File: src/rtl/seq_detect_pkg.sv
`default_nettype none
// ============================================================================
//  Module      : seq_detect_pkg
//  Description : Shared definitions for the multi-pattern serial sequence
//                detector: match-ID width helper and the default check-bit
//                patterns used by the frame-control path.
//  Contents    : id_width()  - clog2 with a minimum result of 1
//                PAT_A/PAT_B - default 7-bit check patterns
//  Revision    : 1.0 - initial release
// ============================================================================
package seq_detect_pkg;

  // Width of an index into n items; never narrower than one bit so a
  // single-pattern build still has a legal match_id port.
  function automatic int id_width(input int n);
    return (n <= 1) ? 1 : $clog2(n);
  endfunction

  localparam logic [6:0] PAT_A = 7'b0011111;
  localparam logic [6:0] PAT_B = 7'b0100011;

endpackage
`default_nettype wire

File: src/rtl/seq_match_lane.sv
`default_nettype none
// ============================================================================
//  Module      : seq_match_lane
//  Description : Masked comparison of the post-shift history against one
//                programmed pattern. Purely combinational.
//  Ports       : hist_n_i - history including the bit being accepted
//                pat_i    - programmed pattern (MSB = oldest bit)
//                mask_i   - 1 = compare bit, 0 = don't care
//                hit_o    - pattern matches; forced low for an all-zero mask
//  Revision    : 1.0 - initial release
// ============================================================================
module seq_match_lane
  import seq_detect_pkg::*;
#(
  parameter int PAT_LEN = 7
) (
  input  logic [PAT_LEN-1:0] hist_n_i,
  input  logic [PAT_LEN-1:0] pat_i,
  input  logic [PAT_LEN-1:0] mask_i,
  output logic               hit_o
);

  // An all-zero mask would otherwise match everything; treat it as disabled.
  assign hit_o = (|mask_i) && (((hist_n_i ^ pat_i) & mask_i) == '0);

endmodule
`default_nettype wire

File: src/rtl/seq_detect_multi.sv
`default_nettype none
// ============================================================================
//  Module      : seq_detect_multi
//  Description : Serial detector for NUM_PAT runtime-programmable, masked
//                patterns of PAT_LEN bits, with overlapping/non-overlapping
//                modes, qualified input strobe and saturating match counter.
//  Ports       : clock, reset   - rising-edge clock, sync active-high reset
//                x_valid_i, x_i - qualified serial bit
//                cfg_pattern_i  - pattern i at [i*PAT_LEN +: PAT_LEN]
//                cfg_mask_i     - per-bit compare mask, same layout
//                cfg_overlap_i  - 1 = overlapping matches
//                sync_clr_i     - flush history/fill only
//                clear_cnt_i    - clear match counter
//                match_o        - one-cycle pulse, any pattern matched
//                match_vec_o    - per-pattern hits, valid with match_o
//                match_id_o     - lowest matching index, held between matches
//                match_cnt_o    - saturating count of match events
//  Revision    : 1.0 - initial release
// ============================================================================
module seq_detect_multi
  import seq_detect_pkg::*;
#(
  parameter int PAT_LEN = 7,
  parameter int NUM_PAT = 2,
  parameter int CNT_W   = 8,
  localparam int ID_W   = id_width(NUM_PAT)
) (
  input  logic                       clock,
  input  logic                       reset,
  input  logic                       x_valid_i,
  input  logic                       x_i,
  input  logic [NUM_PAT*PAT_LEN-1:0] cfg_pattern_i,
  input  logic [NUM_PAT*PAT_LEN-1:0] cfg_mask_i,
  input  logic                       cfg_overlap_i,
  input  logic                       sync_clr_i,
  input  logic                       clear_cnt_i,
  output logic                       match_o,
  output logic [NUM_PAT-1:0]         match_vec_o,
  output logic [ID_W-1:0]            match_id_o,
  output logic [CNT_W-1:0]           match_cnt_o
);

  localparam int               FILL_W    = $clog2(PAT_LEN + 1);
  localparam logic [FILL_W-1:0] FILL_FULL = FILL_W'(PAT_LEN);

  // The oldest history bit shifts out on the very bit that completes a
  // window, so only the newest PAT_LEN-1 bits ever need storing.
  logic [PAT_LEN-2:0] hist_q;
  logic [PAT_LEN-1:0] hist_d;
  logic [FILL_W-1:0]  fill_q;
  logic [FILL_W-1:0]  fill_d;
  logic               match_q;
  logic [NUM_PAT-1:0] match_vec_q;
  logic [ID_W-1:0]    match_id_q;
  logic [CNT_W-1:0]   match_cnt_q;

  logic [NUM_PAT-1:0] lane_hit;
  logic [NUM_PAT-1:0] hits;
  logic               any_hit;
  logic [ID_W-1:0]    first_id;

  assign hist_d = {hist_q, x_i};
  assign fill_d = (fill_q == FILL_FULL) ? fill_q : fill_q + 1'b1;

  generate
    for (genvar i = 0; i < NUM_PAT; i++) begin : g_lane
      seq_match_lane #(
        .PAT_LEN (PAT_LEN)
      ) u_lane (
        .hist_n_i (hist_d),
        .pat_i    (cfg_pattern_i[i*PAT_LEN +: PAT_LEN]),
        .mask_i   (cfg_mask_i[i*PAT_LEN +: PAT_LEN]),
        .hit_o    (lane_hit[i])
      );
    end
  endgenerate

  // Lanes only count on an accepted bit that completes a full window, and
  // never on a cycle whose bit is being discarded by sync_clr.
  assign hits    = lane_hit & {NUM_PAT{x_valid_i && !sync_clr_i && (fill_d == FILL_FULL)}};
  assign any_hit = |hits;

  // Scan from the top down so the lowest hitting index wins.
  always_comb begin
    first_id = '0;
    for (int i = NUM_PAT - 1; i >= 0; i--) begin
      if (hits[i]) begin
        first_id = ID_W'(i);
      end
    end
  end

  always_ff @(posedge clock) begin
    if (reset) begin
      hist_q      <= '0;
      fill_q      <= '0;
      match_q     <= 1'b0;
      match_vec_q <= '0;
      match_id_q  <= '0;
      match_cnt_q <= '0;
    end else begin
      if (sync_clr_i) begin
        fill_q      <= '0;
        match_q     <= 1'b0;
        match_vec_q <= '0;
      end else if (x_valid_i) begin
        hist_q      <= hist_d[PAT_LEN-2:0];
        match_q     <= any_hit;
        match_vec_q <= hits;
        if (any_hit) begin
          match_id_q <= first_id;
          // Non-overlap mode restarts the window; stale history is harmless
          // because fill gates every lane until PAT_LEN new bits arrive.
          fill_q     <= cfg_overlap_i ? fill_d : '0;
          if (match_cnt_q != '1) begin
            match_cnt_q <= match_cnt_q + 1'b1;
          end
        end else begin
          fill_q <= fill_d;
        end
      end else begin
        match_q     <= 1'b0;
        match_vec_q <= '0;
      end
      // Last assignment wins over any increment above.
      if (clear_cnt_i) begin
        match_cnt_q <= '0;
      end
    end
  end

  assign match_o     = match_q;
  assign match_vec_o = match_vec_q;
  assign match_id_o  = match_id_q;
  assign match_cnt_o = match_cnt_q;

endmodule
`default_nettype wire

File: config.mk
export PLATFORM = sky130hd
export DESIGN_NAME = seq_detect_multi
export DESIGN_NICKNAME = d
export VERILOG_FILES = /design/src/rtl/seq_detect_pkg.sv /design/src/rtl/seq_match_lane.sv /design/src/rtl/seq_detect_multi.sv
export SDC_FILE = /design/constraint.sdc
export NUM_CORES = 1
export LEC_CHECK = 0
export CAP_MARGIN = 0
export CORE_ASPECT_RATIO = 1.5
export CORE_MARGIN = 2
export CORE_UTILIZATION = 45
export CTS_CLUSTER_DIAMETER = 30
export DETAILED_ROUTE_END_ITERATION = 10
export PLACE_DENSITY = 0.85
export SYNTH_ARGS = -nofsm -noshare
export SYNTH_HDL_FRONTEND = slang
export SYNTH_HIERARCHICAL = 1
export SYNTH_SLANG_ARGS = --single-unit
export TNS_END_PERCENT = 100
File: constraint.sdc
create_clock -name clock -period 6.2 [get_ports clock]
set_input_delay 1.86 -clock clock [delete_from_list [all_inputs] [get_ports clock]]
set_output_delay 1.86 -clock clock [all_outputs]
set_load 0.05 [all_outputs]
==> out/results.txt, run 1 <==
Post-CTS setup buffers: 0
Filler cell count: 186
First-pass GRT wire length: 4540 um
Worst Setup End Kind: flop
Chip Height: 64.3 um
Sinks on Clock Net: 21
Register area: 420 um^2
Number of vias per cell: 5.67
I/O Buffers: 46
Clock share of power: 0.266
Grt total ovfl: 0
Mapped cell area: 0.00109 mm^2
Dpl ws: 1.78 ns
Register share of total power: 0.562
Hpwl dp: 2350 um
Ys async rst share: 0
Ant. Diodes: 0
Starting Density: 0.483
Syn Inst Count: 125
Synth cell count leaders: 21 x dfxtp_1, 15 x xor2_1, 14 x a21oi_1, 14 x nand2_1, 8 x nor2_1
TritonCTS clock tree: yes
Sw Ratio: 0.231
Tmin final: 4.10 ns
Fraction of layout cells with a size suffix above 1: 0.0407
Worst-margin pin slew: 0.517 ns
Crit-path max FO: 12
Worst-path clk slew: 0.11 ns
Final hold vios: 0
WL/cell: 14.9 um
# hold bufs at CTS: 0
RePlAce Congestion: 0.810
Peak VDD IR: 0.130 mV
Sequential cell area fraction in the yosys report: 0.385
Largest net degree at the start of global routing: 13
Syn Area/Cell: 8.74 um^2
Root Buffer: clkbuf_4
Iteration-0 DRC Markers: 33
Setup Total Neg Slack: 0 ns
Clock Skew: 0.00311 ns
Max-cap violation count: 0
CP peak stage delay: 0.54 ns
Total number of vias: 1,106
Slew Viols, Final: 0
CP Class: in -> reg
Final period utilization: 0.662
Outcome: complete, no violations
F_max: 0.244 GHz
Total global-route track usage: 0.211
# IOs: 47
Pleak: 0.000595 uW
CTS max path bufs: 2
Combinational Power Share: 0.172
Die area: 0.00285 mm^2
Routed Antenna Nets: 0
Synth unique cells: 32
Drt drc: 0
Yosys top cell area share: 0.385
FF+latch count, synth: 21
Unrepaired setup endpoints after global routing: no
Layout Nets: 210
Placed cell area: 0.00157 mm^2
Routed WL: 2900 um
Hold WC Path Type: reg -> reg
CTS buffer count: 3
Placed cell count: 191
Row count: 21
CP required: 6.44 ns
Data arrival, critical path: 4.34 ns
Area taken by multi-input logic gates: 649 um^2
Largest cells by area after synthesis: dfxtp_1 38%, xor2_1 12%, a21oi_1 6.4%
Number of synthesized flops with an enable pin: 0
Die W: 44.2 um
Core area: 0.00226 mm^2
Type of origin of the critical path: input pin
Internal: 187 uW
PostCTS Resize Cnt: 0
Switch Pwr: 56.1 uW
Yosys warns: 6
Worst setup margin: 2.10 ns
Post-synth net total: 162
Clk_lat worst skew: 0.29 ns
Crit path cell chain: clkdlybuf4s50_1 > xor2_1 > a22oi_1 > nand3_1 > a211oi_1 > nor2_1 > a211o_1 > or4_1 > a21oi_1
Slowest-stage cell, CP: or4_1
Final setup viols: 0
Fin area: 0.00159 mm^2
Cell Pwr Density: 153 mW/mm^2
Most common cell in the synthesized netlist: dfxtp_1
Max-slew headroom: 0.655
Vias in the first global route: 1,077
Synth-to-Final Area Change: 45.8%
Initial antenna violation count: 0
H-tree depth: 1
Final core utilization: 0.705
Leading area contributor after synthesis: dfxtp_1
Finished Layout Cells: 195
Top_reg_cell synth: dfxtp_1
Pre-antenna DRT Iters: 4
worst max-delay path: cells and delay by family:
family / cells / cell delay [ns]
buf+inv: 1 / 0.43
compound gates: 4 / 1.10
simple gates: 3 / 0.77
xor+xnor: 1 / 0.17
metal layers:
metal / track usage / vias up / share of wire
met1: 0.211 / 500 / 0.37
met4: 0.0568 / 0 / 0.0083
met5: 0 / - / 0
met2: 0.417 / 51 / 0.54
met3: 0.0367 / 2 / 0.087
li1: - / 553 / -
through the flow:
stage	hold WS, ns	power, uW
2_1_floorplan	0.472	154
3_3_place_gp	0.480	181
3_5_place_dp	0.484	182
4_1_cts	0.500	243
5_1_grt	0.540	252
6_report	0.501	243
final cells by class:
| class | instances | share of cell area |
|---|---|---|
| Clock buffer | 4 | 0.0165 |
| Inverter | 2 | 0.00471 |
| Multi-Input combinational cell | 99 | 0.408 |
| Sequential cell | 21 | 0.264 |
| Tap cell | 23 | 0.0181 |
| Timing Repair Buffer | 46 | 0.289 |
cell usage in the layout, fill, tap and decap left out, drive strengths merged, types with 2 or more instances in the layout:
cell type,count
inv,2
o31ai,2
a211oi,3
a21oi,14
nor2,8
or4,4
mux2i,2
nor4,2
or3,3
ha,2
and2,2
nor3,2
clkbuf,4
dfxtp,21
a22oi,6
nand2,14
xor2,15
clkdlybuf4s50,46
nand3,4
o21ai,3
and3,3
logic make-up after synthesis:
family                   count (synthesis)  synth area share
AO/OA/AOI/OAI                           31             0.178
XOR/XNOR                                16             0.128
adder cells (fa/ha/maj)                  2            0.0229
buffers and inverters                    5            0.0206
flip-flops                              21             0.385
multiplexers                             2            0.0183
AND/OR/NAND/NOR                         48             0.247
sequential cells by signal (all words and copies together) (netlist names):
name,count
match_o,1
match_id_o,1
hist_q,6
match_cnt_o,8
fill_q,3
match_vec_o,2
power by group through the flow:
stage          logic (uW)  registers (uW)  clock network [uW]
2_1_floorplan        14.3             140                   0
3_3_place_gp         41.0             140                   0
3_5_place_dp         41.9             140                   0
4_1_cts              42.1             137                64.1
5_1_grt              45.4             137                69.8
6_report             41.9             137                64.6
final timing paths:
kind                                 end                         from  slack [ns]  cells after the start
min          match_cnt_o[5]$_SDFFE_PP0P_  match_cnt_o[5]$_SDFFE_PP0P_        0.50                      2
min reg2reg  match_cnt_o[5]$_SDFFE_PP0P_  match_cnt_o[5]$_SDFFE_PP0P_        0.50                      2
max          match_cnt_o[7]$_SDFFE_PP0P_             cfg_pattern_i[2]        2.10                      9
max reg2reg  match_cnt_o[7]$_SDFFE_PP0P_       hist_q[1]$_SDFFE_PP0P_        3.73                      8
Note: power is estimated with default switching activity, not from simulation.
==> inputs of run 2 (changes only) <==
--- a/config.mk
+++ b/config.mk
@@ -8,10 +8,10 @@
 export CAP_MARGIN = 0
 export CORE_ASPECT_RATIO = 1.5
 export CORE_MARGIN = 2
-export CORE_UTILIZATION = 45
+export CORE_UTILIZATION = 41
 export CTS_CLUSTER_DIAMETER = 30
 export DETAILED_ROUTE_END_ITERATION = 10
-export PLACE_DENSITY = 0.85
+export PLACE_DENSITY = 0.78
 export SYNTH_ARGS = -nofsm -noshare
 export SYNTH_HDL_FRONTEND = slang
 export SYNTH_HIERARCHICAL = 1
==> constraint.sdc (replaced) <==
create_clock -name clock -period 3.96 [get_ports clock]
set_input_delay 1.188 -clock clock [delete_from_list [all_inputs] [get_ports clock]]
set_output_delay 1.188 -clock clock [all_outputs]
set_load 0.05 [all_outputs]
==> run 2 against run 1 <==
Net effect:
- sequential cell count unchanged
- global-route usage is essentially flat
- non-clock buffer count stayed put
- via count rose by 2.4%
- critical path type unchanged
- largest cell class unchanged
==> out/results.txt, run 2 (same netlist as run 1, synthesis figures left out) <==
Outcome: complete, no violations (unchanged)
Starting Density: 0.441 (was 0.483)
# hold bufs at CTS: 0 (unchanged)
CP peak stage delay: 0.54 ns (about the same)
# IOs: 47 (unchanged)
Post-CTS setup buffers: 0 (unchanged)
Synth-to-Final Area Change: 45.9% (was 45.8%)
Worst Path Buf+Inv: 1 (unchanged)
WL/cell: 14.8 um (was 14.9 um)
CP Class: in -> reg (unchanged)
Max-cap violation count: 0 (unchanged)
Unrepaired setup endpoints after global routing: no (unchanged)
Iteration-0 DRC Markers: 57 (was 33)
Cell Pwr Density: 239 mW/mm^2 (was 153 mW/mm^2)
Slowest-stage cell, CP: or4_1 (unchanged)
TritonCTS clock tree: yes (unchanged)
Die W: 46.1 um (was 44.2 um)
Type of origin of the critical path: input pin (unchanged)
Final setup viols: 0 (unchanged)
Die area: 0.00310 mm^2 (was 0.00285 mm^2)
Routed WL: 2910 um (was 2900 um)
Clk_lat worst skew: 0.30 ns (was 0.29 ns)
Row count: 22 (was 21)
Drt drc: 0 (unchanged)
Most frequent cells in the layout: 46 x clkdlybuf4s50_1, 21 x dfxtp_1, 15 x xor2_1 (unchanged)
Final hold vios: 0 (unchanged)
Ant. Diodes: 0 (unchanged)
Worst-path clk slew: 0.11 ns (about the same)
Worst-margin pin slew: 0.505 ns (was 0.517 ns)
Delay-heaviest family, CP: compound AO/OA/AOI/OAI gates (unchanged)
Max FFs per register: 8 (unchanged)
PostCTS Resize Cnt: 0 (unchanged)
Data arrival, critical path: 3.61 ns (was 4.34 ns)
Slew Viols, Final: 0 (unchanged)
Final period utilization: 0.849
Total global-route track usage: 0.211 (about the same)
Hpwl dp: 2330 um (was 2350 um)
Pleak: 0.000595 uW (unchanged)
Vias in the first global route: 1,137 (was 1,077)
Tmin final: 3.36 ns
Grt total ovfl: 0 (unchanged)
RePlAce Congestion: 0.761 (was 0.810)
Max-slew headroom: 0.662 (was 0.655)
F_max: 0.297 GHz
Fraction of layout cells with a size suffix above 1: 0.0407 (unchanged)
Commonest non-fill, non-tap cell in the layout: clkdlybuf4s50_1 (unchanged)
Sinks on Clock Net: 21 (unchanged)
Routed Antenna Nets: 0 (unchanged)
Layout Nets: 210 (unchanged)
Core area: 0.00248 mm^2 (was 0.00226 mm^2)
Final hold slack: 0.503 ns (was 0.501 ns)
Initial antenna violation count: 0 (unchanged)
Hold WC Path Type: reg -> reg (unchanged)
Clock Skew: 0.00407 ns (was 0.00311 ns)
Peak VDD IR: 0.242 mV (was 0.130 mV)
CP required: 4.20 ns (was 6.44 ns)
Setup Total Neg Slack: 0 ns (unchanged)
Worst Setup End Kind: flop (unchanged)
Pre-antenna DRT Iters: 4 (unchanged)
First-pass GRT wire length: 4830 um (was 4540 um)
Total number of vias: 1,132 (was 1,106)
Crit path cell chain: clkdlybuf4s50_1 > xor2_1 > a22oi_1 > nand3_1 > a211oi_1 > nor2_1 > a211o_1 > or4_1 > a21oi_1 (unchanged)
CTS buffer count: 3 (unchanged)
Chip Height: 67.2 um (was 64.3 um)
Number of vias per cell: 5.78 (was 5.67)
Largest net degree at the start of global routing: 13 (unchanged)
I/O Buffers: 46 (unchanged)
Crit-path max FO: 12 (unchanged)
Root Buffer: clkbuf_4 (unchanged)
CTS max path bufs: 2 (unchanged)
H-tree depth: 1 (unchanged)
[run 2: area by class of cell]
cell class	count	area, um^2
Fill cell	207	883
Multi-Input combinational cell	99	649
Timing Repair Buffer	46	460
Sequential cell	21	420
Tap cell	24	30.0
Clock buffer	4	26.3
Inverter	2	7.51
[run 2: worst reg2reg max path: cells and delay by family, from the launching register on]
kind             cells  cell delay [ns]
AND/OR/NAND/NOR      3             0.77
XOR/XNOR             1             0.11
flip-flops           1             0.46
AO/OA/AOI/OAI        4             1.04
[run 2: power breakdown]
part,leakage (uW),switching (uW),internal [uW],total [uW]
clock,0.0000150,61.0,39.3,100
combinational,0.000410,24.3,41.3,65.7
sequential,0.000169,1.78,213,214
[run 2: path summary, 6_finish.rpt]
check | from | endpoint | slack (ns) | depth (start not counted)
max | x_i | match_cnt_o[7]$_SDFFE_PP0P_ | 0.60 | 9
min | hist_q[5]$_SDFFE_PP0P_ | hist_q[5]$_SDFFE_PP0P_ | 0.50 | 2
max reg2reg | hist_q[1]$_SDFFE_PP0P_ | match_cnt_o[7]$_SDFFE_PP0P_ | 1.54 | 8
min reg2reg | hist_q[5]$_SDFFE_PP0P_ | hist_q[5]$_SDFFE_PP0P_ | 0.50 | 2
[run 2: metrics by stage]
stage	total power, uW	setup slack (ns)	utilization	std cells	cell area [um^2]
after floorplan	241	1.07	-	125	1090
after global placement	283	0.326	0.633	192	1570
after detailed placement	285	0.244	0.633	192	1570
after CTS	382	0.557	0.643	196	1590
after global routing	397	0.376	0.643	196	1590
final	380	0.596	0.643	196	1590
[run 2: routing by layer]
layer	GRT usage	part of all wire	vias up	routed length, um
li1	-	-	546	-
met1	0.216	0.39	524	1130
met2	0.375	0.50	52	1470
met3	0.0481	0.074	10	216
met4	0.118	0.033	0	95
met5	0	0	-	0
==> inputs of run 3 (changes only) <==
--- a/config.mk
+++ b/config.mk
@@ -8,10 +8,10 @@
 export CAP_MARGIN = 0
 export CORE_ASPECT_RATIO = 1.5
 export CORE_MARGIN = 2
-export CORE_UTILIZATION = 41
+export CORE_UTILIZATION = 37
 export CTS_CLUSTER_DIAMETER = 30
 export DETAILED_ROUTE_END_ITERATION = 10
-export PLACE_DENSITY = 0.78
+export PLACE_DENSITY = 0.74
 export SYNTH_ARGS = -nofsm -noshare
 export SYNTH_HDL_FRONTEND = slang
 export SYNTH_HIERARCHICAL = 1
==> constraint.sdc (replaced) <==
create_clock -name clock -period 2.7 [get_ports clock]
set_input_delay 0.81 -clock clock [delete_from_list [all_inputs] [get_ports clock]]
set_output_delay 0.81 -clock clock [all_outputs]
set_load 0.05 [all_outputs]
==> run 3 against run 2 <==
Net effect:
- die area up 10%
- routed wire length up 14%
- combinational power up 57%
- register-to-register slack worse by 1.1 ns
- non-clock buffer count up 13
- worst setup slack worse by 0.55 ns
- via count up 4.4%
- largest cell class unchanged
==> out/results.txt, run 3 (same netlist as run 1, synthesis figures left out) <==
Outcome: complete, no violations (unchanged)
Area taken by multi-input logic gates: 714 um^2 (was 649 um^2)
Clock Skew: 0.00364 ns (was 0.00407 ns)
CP Class: in -> reg (unchanged)
Worst-margin pin slew: 0.502 ns (was 0.505 ns)
Hold depth: 2 (unchanged)
Cell Pwr Density: 343 mW/mm^2 (was 239 mW/mm^2)
Starting Density: 0.383 (was 0.441)
Iteration-0 DRC Markers: 26 (was 57)
Final period utilization: 0.982
First-pass GRT wire length: 5770 um (was 4830 um)
# hold bufs at CTS: 0 (unchanged)
Filler cell count: 247 (was 207)
Slew Viols, Final: 0 (unchanged)
Worst-path clk slew: 0.07 ns (was 0.11 ns)
Number of vias per cell: 5.28 (was 5.78)
Commonest non-fill, non-tap cell in the layout: dfxtp_1 (was clkdlybuf4s50_1)
Routed WL: 3320 um (was 2910 um)
CP required: 2.89 ns (was 4.20 ns)
Hold path start: hist_q[5]$_SDFFE_PP0P_ (unchanged)
Drt drc: 0 (unchanged)
Die area: 0.00341 mm^2 (was 0.00310 mm^2)
Hold Path End: hist_q[5]$_SDFFE_PP0P_ (unchanged)
Pre-antenna DRT Iters: 4 (unchanged)
Fraction of layout cells with a size suffix above 1: 0.178 (was 0.0407)
Final hold slack: 0.519 ns (was 0.503 ns)
Max-slew headroom: 0.665 (was 0.662)
Chip Height: 70.5 um (was 67.2 um)
Initial antenna violation count: 0 (unchanged)
Total number of vias: 1,182 (was 1,132)
WL/cell: 14.8 um (about the same)
H-tree depth: 1 (unchanged)
Pleak: 0.000741 uW (was 0.000595 uW)
Core area: 0.00285 mm^2 (was 0.00248 mm^2)
Reg2reg end: match_cnt_o[5]$_SDFFE_PP0P_ (was match_cnt_o[7]$_SDFFE_PP0P_)
Crit-path max FO: 3 (was 12)
I/O Buffers: 46 (unchanged)
Final setup viols: 0 (unchanged)
Synth-to-Final Area Change: 63.0% (was 45.9%)
Clk_lat worst skew: 0.25 ns (was 0.30 ns)
Peak VDD IR: 0.282 mV (was 0.242 mV)
Vias in the first global route: 1,252 (was 1,137)
TritonCTS clock tree: yes (unchanged)
Root Buffer: clkbuf_8 (was clkbuf_4)
Register area: 420 um^2 (unchanged)
Row count: 24 (was 22)
Die W: 48.4 um (was 46.1 um)
Ant. Diodes: 0 (unchanged)
Layout Nets: 223 (was 210)
Grt total ovfl: 0 (unchanged)
# IOs: 47 (unchanged)
Total global-route track usage: 0.211 (about the same)
FF-to-FF path depth: 9 (was 8)
CTS buffer count: 3 (unchanged)
Dpl ws: -0.556 ns (was 0.244 ns)
Data arrival, critical path: 2.84 ns (was 3.61 ns)
F_max: 0.377 GHz
Hold WC Path Type: reg -> reg (unchanged)
RePlAce Congestion: 0.820 (was 0.761)
Worst Setup End Kind: flop (unchanged)
Hpwl dp: 2460 um (was 2330 um)
Routed Antenna Nets: 0 (unchanged)
Sinks on Clock Net: 21 (unchanged)
Most frequent cells in the layout: 21 x dfxtp_1, 20 x dlygate4sd2_1, 19 x clkdlybuf4s50_1 (was 46 x clkdlybuf4s50_1, 21 x dfxtp_1, 15 x xor2_1)
Worst reg2reg startpoint: hist_q[1]$_SDFFE_PP0P_ (unchanged)
Max FFs per register: 8 (unchanged)
Tmin final: 2.65 ns
CTS max path bufs: 2 (unchanged)
Worst setup margin: 0.0482 ns (was 0.596 ns)
Reg2Reg Setup Slack: 0.40 ns (was 1.54 ns)
Max-cap violation count: 0 (unchanged)
Final hold vios: 0 (unchanged)
Largest net degree at the start of global routing: 13 (unchanged)
Type of origin of the critical path: input pin (unchanged)
-- run 3: metal layers --
metal	GRT usage	up-vias	share of wire
li1	-	572	-
met1	0.217	550	0.38
met3	0.0422	6	0.065
met4	0.0476	0	0.013
met5	0	-	0
met2	0.431	54	0.54
-- run 3: worst max path at each step --
stage                                              to  cells after the start              from  slack, ns
final                     match_cnt_o[5]$_SDFFE_PP0P_                     10  cfg_pattern_i[0]       0.05
after CTS                 match_cnt_o[1]$_SDFFE_PP0P_                     10     cfg_mask_i[6]      0.009
after global placement    match_cnt_o[7]$_SDFFE_PP0P_                      9               x_i      -0.45
after global routing      match_cnt_o[5]$_SDFFE_PP0P_                     10  cfg_pattern_i[0]      -0.02
after detailed placement  match_cnt_o[3]$_SDFFE_PP0P_                     10               x_i      -0.56
after floorplan           match_cnt_o[7]$_SDFFE_PP0P_                      8  cfg_pattern_i[4]       0.19
-- run 3: cell type report --
type / instances / area share
Clock buffer: 3 / 0.0232
Clock inverter: 1 / 0.00281
Inverter: 2 / 0.00422
Multi-Input combinational cell: 99 / 0.401
Sequential cell: 21 / 0.236
Tap cell: 39 / 0.0274
Timing Repair Buffer: 59 / 0.305
-- run 3: critical path: stages --
cell           delay (ns)
dlygate4sd2_1        0.24
xor2_1               0.18
a22oi_2              0.15
nand3_1              0.11
a211oi_2             0.22
nor2_1               0.10
a211o_1              0.28
buf_6                0.14
or4_4                0.48
a21oi_2              0.14
-- run 3: where the power goes --
group	switching (uW)	internal [uW]	total [uW]	leakage (uW)
sequential	2.57	312	314	0.000169
combinational	43.4	60.0	103	0.000546
clock	90.6	102	193	0.0000255
-- run 3: metrics by stage --
| stage | util | cells | power, uW | setup TNS (ns) | area, um^2 |
|---|---|---|---|---|---|
| floorplan | - | 125 | 354 | 0 | 1090 |
| global placement | 0.582 | 217 | 425 | -3.79 | 1660 |
| detailed placement | 0.582 | 217 | 427 | -4.37 | 1660 |
| CTS | 0.612 | 223 | 616 | 0 | 1750 |
| global route | 0.624 | 224 | 646 | -0.0186 | 1780 |
| finish | 0.624 | 224 | 611 | 0 | 1780 |
-- run 3: repair_timing --
action	in CTS	in global routing
setup buffers	3	2
endpoints found under the setup margin	10	11
pin swaps	23	16
resized for setup	35	12
gates cloned	0	0
==> RTL change, RTL diff (settings of run 2) <==
`PAT_LEN` is set to 7 in 2 places; all go to 6.
--- a/src/rtl/seq_match_lane.sv
+++ b/src/rtl/seq_match_lane.sv
@@ -12,7 +12,7 @@
 module seq_match_lane
   import seq_detect_pkg::*;
 #(
-  parameter int PAT_LEN = 7
+  parameter int PAT_LEN = 6
 ) (
   input  logic [PAT_LEN-1:0] hist_n_i,
   input  logic [PAT_LEN-1:0] pat_i,
--- a/src/rtl/seq_detect_multi.sv
+++ b/src/rtl/seq_detect_multi.sv
@@ -20,7 +20,7 @@
 module seq_detect_multi
   import seq_detect_pkg::*;
 #(
-  parameter int PAT_LEN = 7,
+  parameter int PAT_LEN = 6,
   parameter int NUM_PAT = 2,
   parameter int CNT_W   = 8,
   localparam int ID_W   = id_width(NUM_PAT)
Interface: changed (resized cfg_mask_i and cfg_pattern_i); port bits go from 47 to 43. The function was not compared with the original's and may differ.
==> RTL change against run 2 <==
  * Synthesized area is 5.5% higher
  * Critical endpoint unchanged
  * Die area rose by 5.1%
  * First-iteration DRC count fell by 82%
  * Wire length shrank 6.2%
  * Clock skew down 0.0030 ns
  * Combinational power fell by 2%
  * Total power up 12%
  * Sequential cell count shrank 1
  * Final area up 3.8%
  * Worst setup slack gained 0.30 ns
==> RTL change: results <==
export IMPL_fin_skew_ns=0.001077
export IMPL_gp_congestion=0.8155
export IMPL_wl_per_cell_um=13.07
export IMPL_cp_max_fo=17
export IMPL_p_int_mw=0.3310
export IMPL_postSynthCellCount=130
export IMPL_r2r_cells=7
export IMPL_cts_resized_gates=0
export IMPL_cts_root_buf="clkbuf_8"
export IMPL_crit_arrival_ns=3.26
export IMPL_grt_pass1_wl_um=4381
export IMPL_dp_cells=205
export IMPL_synth_cell_types=40
export IMPL_peakVddDrop_mv=0.1442
export IMPL_leakagePower_nw=0.5969
export IMPL_dr_first_iter_drc_count=10
export IMPL_critPathLaunch="sync_clr_i"
export IMPL_ys_top_cells_by_count="dfxtp_1, nor2_1, xor2_1, nand2_1, a22oi_1"
export IMPL_drt_total_wl_um=2731
export IMPL_dpl_hpwl_um=2228
export IMPL_r2r_slack_ns=1.84
export IMPL_clk_latency_ns=0.26
export IMPL_n_fill_cell=241
export IMPL_r2r_start="fill_q[0]"
export IMPL_layout_drive_gt1_share_pct=6.977
export IMPL_num_vias=1111
export IMPL_grt_max_degree=18
export IMPL_yosysSeqAreaShare_pct=34.74
export IMPL_cts_clk_slew_worst_paths_ns=0.07
export IMPL_syn_num_nets=164
export IMPL_max_slew_margin_pct=61.32
export IMPL_clockBufferDepth=2
export IMPL_grt_total_usage_pct=18.98
export IMPL_status="finished, final reports clean"
export IMPL_port_buffers=42
export IMPL_ys_top_cells_by_area="dfxtp_1, xor2_1, mux2i_1"
export IMPL_drtPass1Iterations=4
RTL change: cell count changes in the layout (fill, tap and decap cells not counted), sizes merged, moves of 4 or more:
cell	run 2	this run
clkdlybuf4s50	46	42
nand2	14	10
a21oi	14	5
nor2	8	12
RTL change: worst min path at each step:
| stage | start | endpoint | slack (ns) |
|---|---|---|---|
| final | match_id_o | match_id_o | 0.48 |
| after global routing | match_id_o | match_id_o | 0.50 |
| after CTS | match_id_o | match_id_o | 0.48 |
| after detailed placement | match_id_o | match_id_o | 0.47 |
| after global placement | match_id_o | match_id_o | 0.46 |
| after floorplan | fill_q[2] | fill_q[2] | 0.52 |
RTL change: worst max-delay path: cells and delay by family:
family,cells,cell delay (ns)
AND/OR/NAND/NOR,3,1.13
AO/OA/AOI/OAI,2,0.50
buffers and inverters,1,0.44
RTL change: power by group through the flow:
| stage | sequential [mW] | clock [mW] | combinational [mW] |
|---|---|---|---|
| CTS | 0.205 | 0.159 | 0.0648 |
| floorplan | 0.209 | 0 | 0.0260 |
| global placement | 0.209 | 0 | 0.0635 |
| detailed placement | 0.209 | 0 | 0.0645 |
| global route | 0.205 | 0.166 | 0.0693 |
| finish | 0.205 | 0.157 | 0.0643 |
RTL change: per-stage QoR:
stage / power (mW) / area [um^2] / hold WS, ns / setup WS [ns] / util (%)
after CTS: 0.4287 / 1654 / 0.4815 / 0.8760 / 61.80
after global routing: 0.4403 / 1654 / 0.4959 / 0.7515 / 61.80
after floorplan: 0.2346 / 1152 / 0.5161 / 1.248 / -
final: 0.4262 / 1654 / 0.4811 / 0.8947 / 61.80
after global placement: 0.2726 / 1599 / 0.4570 / 0.6720 / 59.75
after detailed placement: 0.2737 / 1599 / 0.4708 / 0.6200 / 59.75
RTL change: logic make-up (layout without fill, tap and decap cells):
group	after synthesis	after routing	synth area share [%]
XOR/XNOR	13	13	9.881
adder cells (fa/ha/maj)	3	3	3.258
flip-flops	20	20	34.74
buffers and inverters	9	51	3.691
AND/OR/NAND/NOR	51	51	24.54
multiplexers	5	5	4.343
AO/OA/AOI/OAI	29	29	19.54
RTL change: per-layer routing:
layer / wire [um] / vias to the layer above / part of all wire, % / global-route usage, %
li1: - / 558 / - / -
met1: 983 / 508 / 36 / 16.67
met2: 1540 / 40 / 56 / 38.68
met3: 151 / 5 / 5.5 / 2.865
met4: 55 / 0 / 2.0 / 8.333
met5: 0 / - / 0 / 0
RTL change: cell type report:
cell class,count,share of cell area [%]
inverter,4,0.9077
timing repair buffer,43,25.87
sequential,20,24.21
tap,37,2.799
clock buffer,4,3.328
multi-input combinational,101,42.89
